<file path="src/rtl/muldiv_pkg.sv">
// muldiv_pkg: shared types and constants for the iterative RV32M multiply/divide unit.
package muldiv_pkg;

  // funct3 encodings of the M extension
  typedef enum logic [2:0] {
    OpMul    = 3'b000,
    OpMulh   = 3'b001,
    OpMulhsu = 3'b010,
    OpMulhu  = 3'b011,
    OpDiv    = 3'b100,
    OpDivu   = 3'b101,
    OpRem    = 3'b110,
    OpRemu   = 3'b111
  } md_op_e;

  typedef enum logic [1:0] {
    IDLE = 2'd0,
    CALC = 2'd1,
    FIX  = 2'd2,
    DONE = 2'd3
  } md_state_e;

  localparam logic [31:0] DIV_OVF_DIVIDEND = 32'h8000_0000;

  function automatic logic op_is_div(input md_op_e op);
    return op inside {OpDiv, OpDivu, OpRem, OpRemu};
  endfunction

endpackage

</file>
<file path="src/rtl/md_sign_fix.sv">
// md_sign_fix: combinational post-processing for the FIX state. Restores result sign,
// selects the product half and applies divide-by-zero / signed-overflow overrides.
import muldiv_pkg::*;

module md_sign_fix #(
  parameter int unsigned XLEN = 32
) (
  input  md_op_e              op,
  input  logic [2*XLEN-1:0]   acc,
  input  logic                sa,
  input  logic                sb,
  input  logic                div_zero,
  input  logic                ovf,
  input  logic [XLEN-1:0]     a_raw,
  output logic [XLEN-1:0]     result
);

  logic [2*XLEN-1:0] prod;
  logic [XLEN-1:0]   quo;
  logic [XLEN-1:0]   rem;

  // Negate magnitudes back to signed results, then pick the field the op wants
  always_comb begin
    // sb is latched as 0 for unsigned operands, so sa^sb covers MULHSU/MULHU too
    prod   = (sa ^ sb) ? -acc : acc;
    quo    = (sa ^ sb) ? -acc[XLEN-1:0] : acc[XLEN-1:0];
    rem    = sa ? -acc[2*XLEN-1:XLEN] : acc[2*XLEN-1:XLEN];
    result = '0;
    case (op)
      OpMul:                     result = prod[XLEN-1:0];
      OpMulh, OpMulhsu, OpMulhu: result = prod[2*XLEN-1:XLEN];
      OpDiv, OpDivu: begin
        if (div_zero)  result = '1;
        else if (ovf)  result = XLEN'(DIV_OVF_DIVIDEND);
        else           result = quo;
      end
      OpRem, OpRemu: begin
        if (div_zero)  result = a_raw;
        else if (ovf)  result = '0;
        else           result = rem;
      end
      default:           result = '0;
    endcase
  end

endmodule

</file>
<file path="src/rtl/muldiv_unit.sv">
// muldiv_unit: iterative RV32M multiply/divide, one shift-add / restoring step per cycle.
// Define MULDIV_EARLY_OUT_EN to skip iteration for zero operands and special divide cases.
import muldiv_pkg::*;

module muldiv_unit #(
  parameter int unsigned XLEN = 32
) (
  input  logic            clk,
  input  logic            reset,
  input  logic            Start,
  input  logic [XLEN-1:0] SrcA,
  input  logic [XLEN-1:0] SrcB,
  input  logic [2:0]      MDControl,
  output logic            Busy,
  output logic            Done,
  output logic [XLEN-1:0] MDResult
);

  localparam int unsigned CW = $clog2(XLEN);

  md_state_e         state_q, state_d;
  md_op_e            op_q, op_in;
  logic              sa_q, sb_q, div_zero_q, ovf_q;
  logic [XLEN-1:0]   a_raw_q, opnd_q, result_q, fix_result;
  logic [2*XLEN-1:0] acc_q, acc_step, acc_load;
  logic [CW-1:0]     count_q;

  logic              a_signed, b_signed, sa_in, sb_in, is_div_in;
  logic              div_zero_in, ovf_in, early_in;
  logic [XLEN-1:0]   a_mag, b_mag;
  logic [XLEN:0]     mul_sum, rem_sh, rem_diff;

  // Decode the incoming request: signedness, magnitudes, special cases
  always_comb begin
    op_in       = md_op_e'(MDControl);
    is_div_in   = op_is_div(op_in);
    a_signed    = op_in inside {OpMul, OpMulh, OpMulhsu, OpDiv, OpRem};
    b_signed    = op_in inside {OpMul, OpMulh, OpDiv, OpRem};
    sa_in       = a_signed & SrcA[XLEN-1];
    sb_in       = b_signed & SrcB[XLEN-1];
    a_mag       = sa_in ? -SrcA : SrcA;
    b_mag       = sb_in ? -SrcB : SrcB;
    div_zero_in = is_div_in & (SrcB == '0);
    ovf_in      = (op_in inside {OpDiv, OpRem}) & (SrcA == XLEN'(DIV_OVF_DIVIDEND)) &
                  (SrcB == '1);
`ifdef MULDIV_EARLY_OUT_EN
    early_in    = is_div_in ? (div_zero_in | ovf_in | (SrcA == '0))
                            : ((SrcA == '0) | (SrcB == '0));
`else
    early_in    = 1'b0;
`endif
    // Low half holds the multiplier or dividend; a zeroed accumulator is the
    // correct raw answer for every early-out case that is not overridden in FIX
    acc_load    = early_in ? '0 : {{XLEN{1'b0}}, is_div_in ? a_mag : b_mag};
  end

  // One iteration of the shared engine: shift-add for MUL, restoring step for DIV
  always_comb begin
    mul_sum  = {1'b0, acc_q[2*XLEN-1:XLEN]} + (acc_q[0] ? {1'b0, opnd_q} : '0);
    rem_sh   = {acc_q[2*XLEN-1:XLEN], acc_q[XLEN-1]};
    rem_diff = rem_sh - {1'b0, opnd_q};
    if (op_is_div(op_q)) begin
      acc_step = rem_diff[XLEN] ? {rem_sh[XLEN-1:0], acc_q[XLEN-2:0], 1'b0}
                                : {rem_diff[XLEN-1:0], acc_q[XLEN-2:0], 1'b1};
    end else begin
      acc_step = {mul_sum, acc_q[XLEN-1:1]};
    end
  end

  // Next-state logic
  always_comb begin
    state_d = state_q;
    case (state_q)
      IDLE: if (Start) state_d = early_in ? FIX : CALC;
      CALC: if (count_q == CW'(XLEN - 1)) state_d = FIX;
      FIX:  state_d = DONE;
      DONE: state_d = IDLE;
      default: state_d = IDLE;
    endcase
  end

  md_sign_fix #(
    .XLEN(XLEN)
  ) u_sign_fix (
    .op       (op_q),
    .acc      (acc_q),
    .sa       (sa_q),
    .sb       (sb_q),
    .div_zero (div_zero_q),
    .ovf      (ovf_q),
    .a_raw    (a_raw_q),
    .result   (fix_result)
  );

  // State, operand latch, iteration and result registers
  always_ff @(posedge clk) begin
    if (reset) begin
      state_q    <= IDLE;
      op_q       <= OpMul;
      sa_q       <= 1'b0;
      sb_q       <= 1'b0;
      div_zero_q <= 1'b0;
      ovf_q      <= 1'b0;
      a_raw_q    <= '0;
      opnd_q     <= '0;
      acc_q      <= '0;
      count_q    <= '0;
      result_q   <= '0;
    end else begin
      state_q <= state_d;
      case (state_q)
        IDLE: begin
          if (Start) begin
            op_q       <= op_in;
            sa_q       <= sa_in;
            sb_q       <= sb_in;
            div_zero_q <= div_zero_in;
            ovf_q      <= ovf_in;
            a_raw_q    <= SrcA;
            opnd_q     <= is_div_in ? b_mag : a_mag;
            acc_q      <= acc_load;
            count_q    <= '0;
          end
        end
        CALC: begin
          acc_q   <= acc_step;
          count_q <= count_q + CW'(1);
        end
        FIX:     result_q <= fix_result;
        default: ;
      endcase
    end
  end

  assign Busy     = (state_q != IDLE);
  assign Done     = (state_q == DONE);
  assign MDResult = result_q;

endmodule

</file>
<file path="config.mk">
export PLATFORM = sky130hd
export DESIGN_NAME = muldiv_unit
export DESIGN_NICKNAME = d
export VERILOG_FILES = /design/src/rtl/muldiv_pkg.sv /design/src/rtl/md_sign_fix.sv /design/src/rtl/muldiv_unit.sv
export SDC_FILE = /design/constraint.sdc
export NUM_CORES = 1
export LEC_CHECK = 0
export CAP_MARGIN = 20
export CORE_UTILIZATION = 45
export CTS_BUF_LIST = sky130_fd_sc_hd__clkbuf_16
export DETAILED_ROUTE_END_ITERATION = 8
export DONT_BUFFER_PORTS = 1
export GPL_TIMING_DRIVEN = 0
export MAX_ROUTING_LAYER = met4
export SLEW_MARGIN = 20
export SYNTH_ARGS = -nofsm -noshare
export SYNTH_HDL_FRONTEND = slang
export SYNTH_HIERARCHICAL = 1
export SYNTH_SLANG_ARGS = --single-unit
</file>
<file path="constraint.sdc">
create_clock -name clk -period 3.59 [get_ports clk]
set_clock_uncertainty 0.2 [all_clocks]
set_input_delay 0.5385 -clock clk [delete_from_list [all_inputs] [get_ports clk]]
set_output_delay 0.5385 -clock clk [all_outputs]
set_load 0.03 [all_outputs]
</file>
==> key figures <==
Critical path
  – CP Data Arrival Time: 3.73 ns
  – CP bufs+invs: 2
  – Crit path max fanout: 9
  – Worst R2R Path Depth: 10
  – Worst Path Class, Setup: flop to flop
  – Reg2Reg Setup Slack: -0.008 ns
  – Worst path max stage delay: 0.59 ns
  – CP Capture Type: flop
  – Critical Path RT: 3.72 ns
  – Reg2reg end: MDResult[11]
  – Crit-path cells: or4_4 > or4_4 > buf_6 > or3_1 > buf_6 > o31ai_1 > xor2_1 > o221ai_2 > mux2i_1 > nor2_1
  – Critical path's slowest cell: or4_4
  – FF-to-FF Start: acc_q[24]
  – Startpoint types: flop
  – Critical path's top delay family: simple AND/OR/NAND/NOR gates

Synth
  – FFs w/ async S/R, synth: 0%
  – Top post-synthesis cells by area: dfxtp_1 (22%), a21oi_1 (6.4%), ha_1 (5.8%)
  – Distinct cell type count of the synthesized netlist: 90
  – Synth warn: 6
  – Syn Area/Cell: 7.328 um2
  – Main synth FF type: dfxtp_1
  – Share of the synthesized area in the top cell type: 21.57%
  – Post-synthesis register bit count: 174
  – Post-synth EDFFs: 0
  – Sequential fraction of the synthesis area: 21.57%
  – Mapped Cells: 2204
  – Synthesized cell area: 16150 um2
  – Largest area contributor in the netlist: dfxtp_1
  – Mapped Nets: 2351

Die
  – DIE AREA: 36650 um2
  – Core area: 35480 um2
  – Row count: 69
  – Die Width: 191.4 um
  – Initial Utilization: 45.52%
  – Die Y: 191.4 um
  – I/O pin count: 104

GRT
  – Grt ovf: 0
  – Pin count of the biggest net entering global routing: 17
  – Antenna violations before repair: 0
  – Global-route wire length before repair: 105700 um
  – Tot GR Track Use: 40.73%
  – Number of global-route vias before repair: 16190

Final layout
  – Antenna fix cells: 0
  – Register area: 3513 um2
  – Design Area, Final: 18020 um2
  – Layout cells sized above 1: 9.761%
  – Core Util, Final: 50.78%
  – Layout fillers: 3562
  – Area occupied by multi-input gates: 12210 um2
  – Area Overhead vs Synth: 11.57%
  – Final net count: 2399

CTS
  – CTS H-tree depth: 4
  – Root Buffer: clkbuf_16
  – Sink Count: 174
  – CTS tree: yes
  – Worst skew pair latency: 0.47 ns
  – Maximum buffer depth of the clock tree: 2
  – CTS Buf Count: 17
  – Clock transition at path regs: 0.08 ns

Detailed routing
  – Antenna-violating nets left: 0
  – Total wire length: 73220 um
  – Drt wl/cell: 26.87 um
  – Via count: 17610
  – Drt via density: 6.461
  – Initial DRC Count: 1879
  – Drt first pass iters: 8
  – # DRC: 0

Worst hold path
  – Min-delay src: SrcA[13]
  – Hold path cells: 2
  – Hold EP: a_raw_q[13]
  – Hold Crit Class: input port to flop

Status
  – Status: finished with violations
  – Violated checks: setup timing

Place
  – HPWL after detailed placement: 58250 um
  – Dpl cell area: 16750 um2
  – Final GP Congestion: 1.084
  – Port-buffer cells: 0

STA
  – Max Clk Rate: 277.9 MHz
  – Slew margin rel.: 31.98%
  – Min cycle time layout: 3.598 ns
  – Slew at the pin with the worst max-slew slack: 1.017 ns
  – Fin. Hold Viols: 0
  – Fin Hold WS: 0.007694 ns
  – Slew Limit Fails: 0
  – Final period utilization: 100.2%
  – Final number of setup-violating endpoints: 1
  – Setup ws final: -0.007923 ns

Power
  – PwrDens: 643.5 nW/um2
  – Pleak: 6.849 nW
  – Max VDD drop: 0.4224 mV

Job
  – Max Cap Viol: 0
cell usage after synthesis, drive strengths merged, types with 17 or more instances:
library cell / number
nand2b: 18
xor2: 82
a21oi: 208
a31oi: 18
o31ai: 29
o211ai: 22
o21ai: 149
or3: 25
ha: 75
inv: 65
a22oi: 34
nor4: 24
clkbuf: 98
mux2: 29
mux2i: 74
xnor2: 106
or4: 23
and2: 51
nor2: 241
a21o: 30
a211oi: 58
nor3: 71
buf: 36
nand3: 40
nand2: 224
dfxtp: 174
o41ai: 17
power by group:
group | switching [W] | total [W] | internal (W)
clock network | 0.000943 | 0.00205 | 0.00111
registers | 0.000826 | 0.00316 | 0.00233
logic | 0.00413 | 0.00638 | 0.00225
total | 0.00590 | 0.0116 | 0.00569
flip-flops by register name, summed over array words and instances, names as in the netlist:
name	cells
acc_q	64
MDResult	32
a_raw_q	32
opnd_q	32
count_q	5
op_q	3
state_q	2
div_zero_q	1
ovf_q	1
sa_q	1
sb_q	1
placed cells by master (no fill, tap or decap), drive strengths merged, types with 9 or more instances in the layout:
| cell | netlist | final |
|---|---|---|
| nand4 | 14 | 14 |
| o221ai | 9 | 9 |
| nor3 | 71 | 71 |
| nand3 | 40 | 40 |
| and3 | 14 | 14 |
| or3 | 25 | 25 |
| o21a | 9 | 9 |
| o31ai | 29 | 29 |
| a221oi | 11 | 11 |
| dfxtp | 174 | 174 |
| nor2b | 14 | 14 |
| o41ai | 17 | 17 |
| o21ai | 149 | 149 |
| xor2 | 82 | 82 |
| clkbuf | 98 | 112 |
| a21o | 30 | 30 |
| or2 | 9 | 9 |
| nand2b | 18 | 18 |
| and2 | 51 | 51 |
| buf | 36 | 63 |
| ha | 75 | 75 |
| a22oi | 34 | 34 |
| a211oi | 58 | 58 |
| o211ai | 22 | 22 |
| a31oi | 18 | 18 |
| nand2 | 224 | 224 |
| xnor2 | 106 | 106 |
| or4 | 23 | 23 |
| mux2 | 29 | 29 |
| inv | 65 | 72 |
| a21oi | 208 | 208 |
| mux2i | 74 | 74 |
| nor2 | 241 | 241 |
| nor4 | 24 | 24 |
how the worst max path moves through the flow:
stage / from / endpoint / slack, ns / cells after the start
after global placement: acc_q[0] / acc_q[61] / -0.91 / 14
after floorplan: acc_q[31] / acc_q[32] / 0.32 / 14
after CTS: acc_q[35] / MDResult[25] / -0.006 / 9
final: acc_q[24] / MDResult[11] / -0.008 / 10
after global routing: opnd_q[9] / acc_q[60] / -0.006 / 13
after detailed placement: acc_q[0] / acc_q[61] / -0.97 / 14
stage by stage:
step                      setup WS (ns)  setup TNS [ns]  power, W  instances
final                         -0.007923       -0.007923   0.01160       2725
after detailed placement        -0.9719          -20.22  0.009032       2666
after CTS                     -0.006025       -0.006025   0.01124       2719
after floorplan                  0.3179               0  0.006955       2204
after global routing          -0.005634        -0.01037   0.01209       2725
after global placement          -0.9120          -19.73  0.009003       2665
final cells by class:
type,count,share of cell area [%]
multi-input combinational,1830,67.75
sequential,174,19.50
buffer,131,3.381
tap,461,3.201
clock buffer,17,2.361
timing repair buffer,32,1.403
inverter,66,1.396
clock inverter,14,1.007
layer usage:
metal | share of wire, % | up-vias | track usage [%]
li1 | - | 8118 | -
met5 | 0 | - | -
met2 | 42 | 886 | 59.11
met4 | 5.2 | 0 | 18.71
met1 | 43 | 8436 | 52.36
met3 | 9.9 | 167 | 10.74
cell families (layout without fill, tap and decap cells):
logic type	Yosys count	count (layout)	share of synthesized area (%)
AND/OR/NAND/NOR	785	785	23.44
flip-flops	174	174	21.57
adder cells (fa/ha/maj)	77	77	6.058
AO/OA/AOI/OAI	677	677	26.91
multiplexers	103	103	6.608
buffers and inverters	200	260	5.222
XOR/XNOR	188	188	10.20
timing repair:
item,4_1_cts,5_1_grt
gates resized for setup,54,55
pin swaps,10,13
hold buffers,5,0
buffers inserted,18,8
endpoints found under the hold margin,5,0
setup endpoints to repair,50,50
Power figures use the tool's default switching activity.
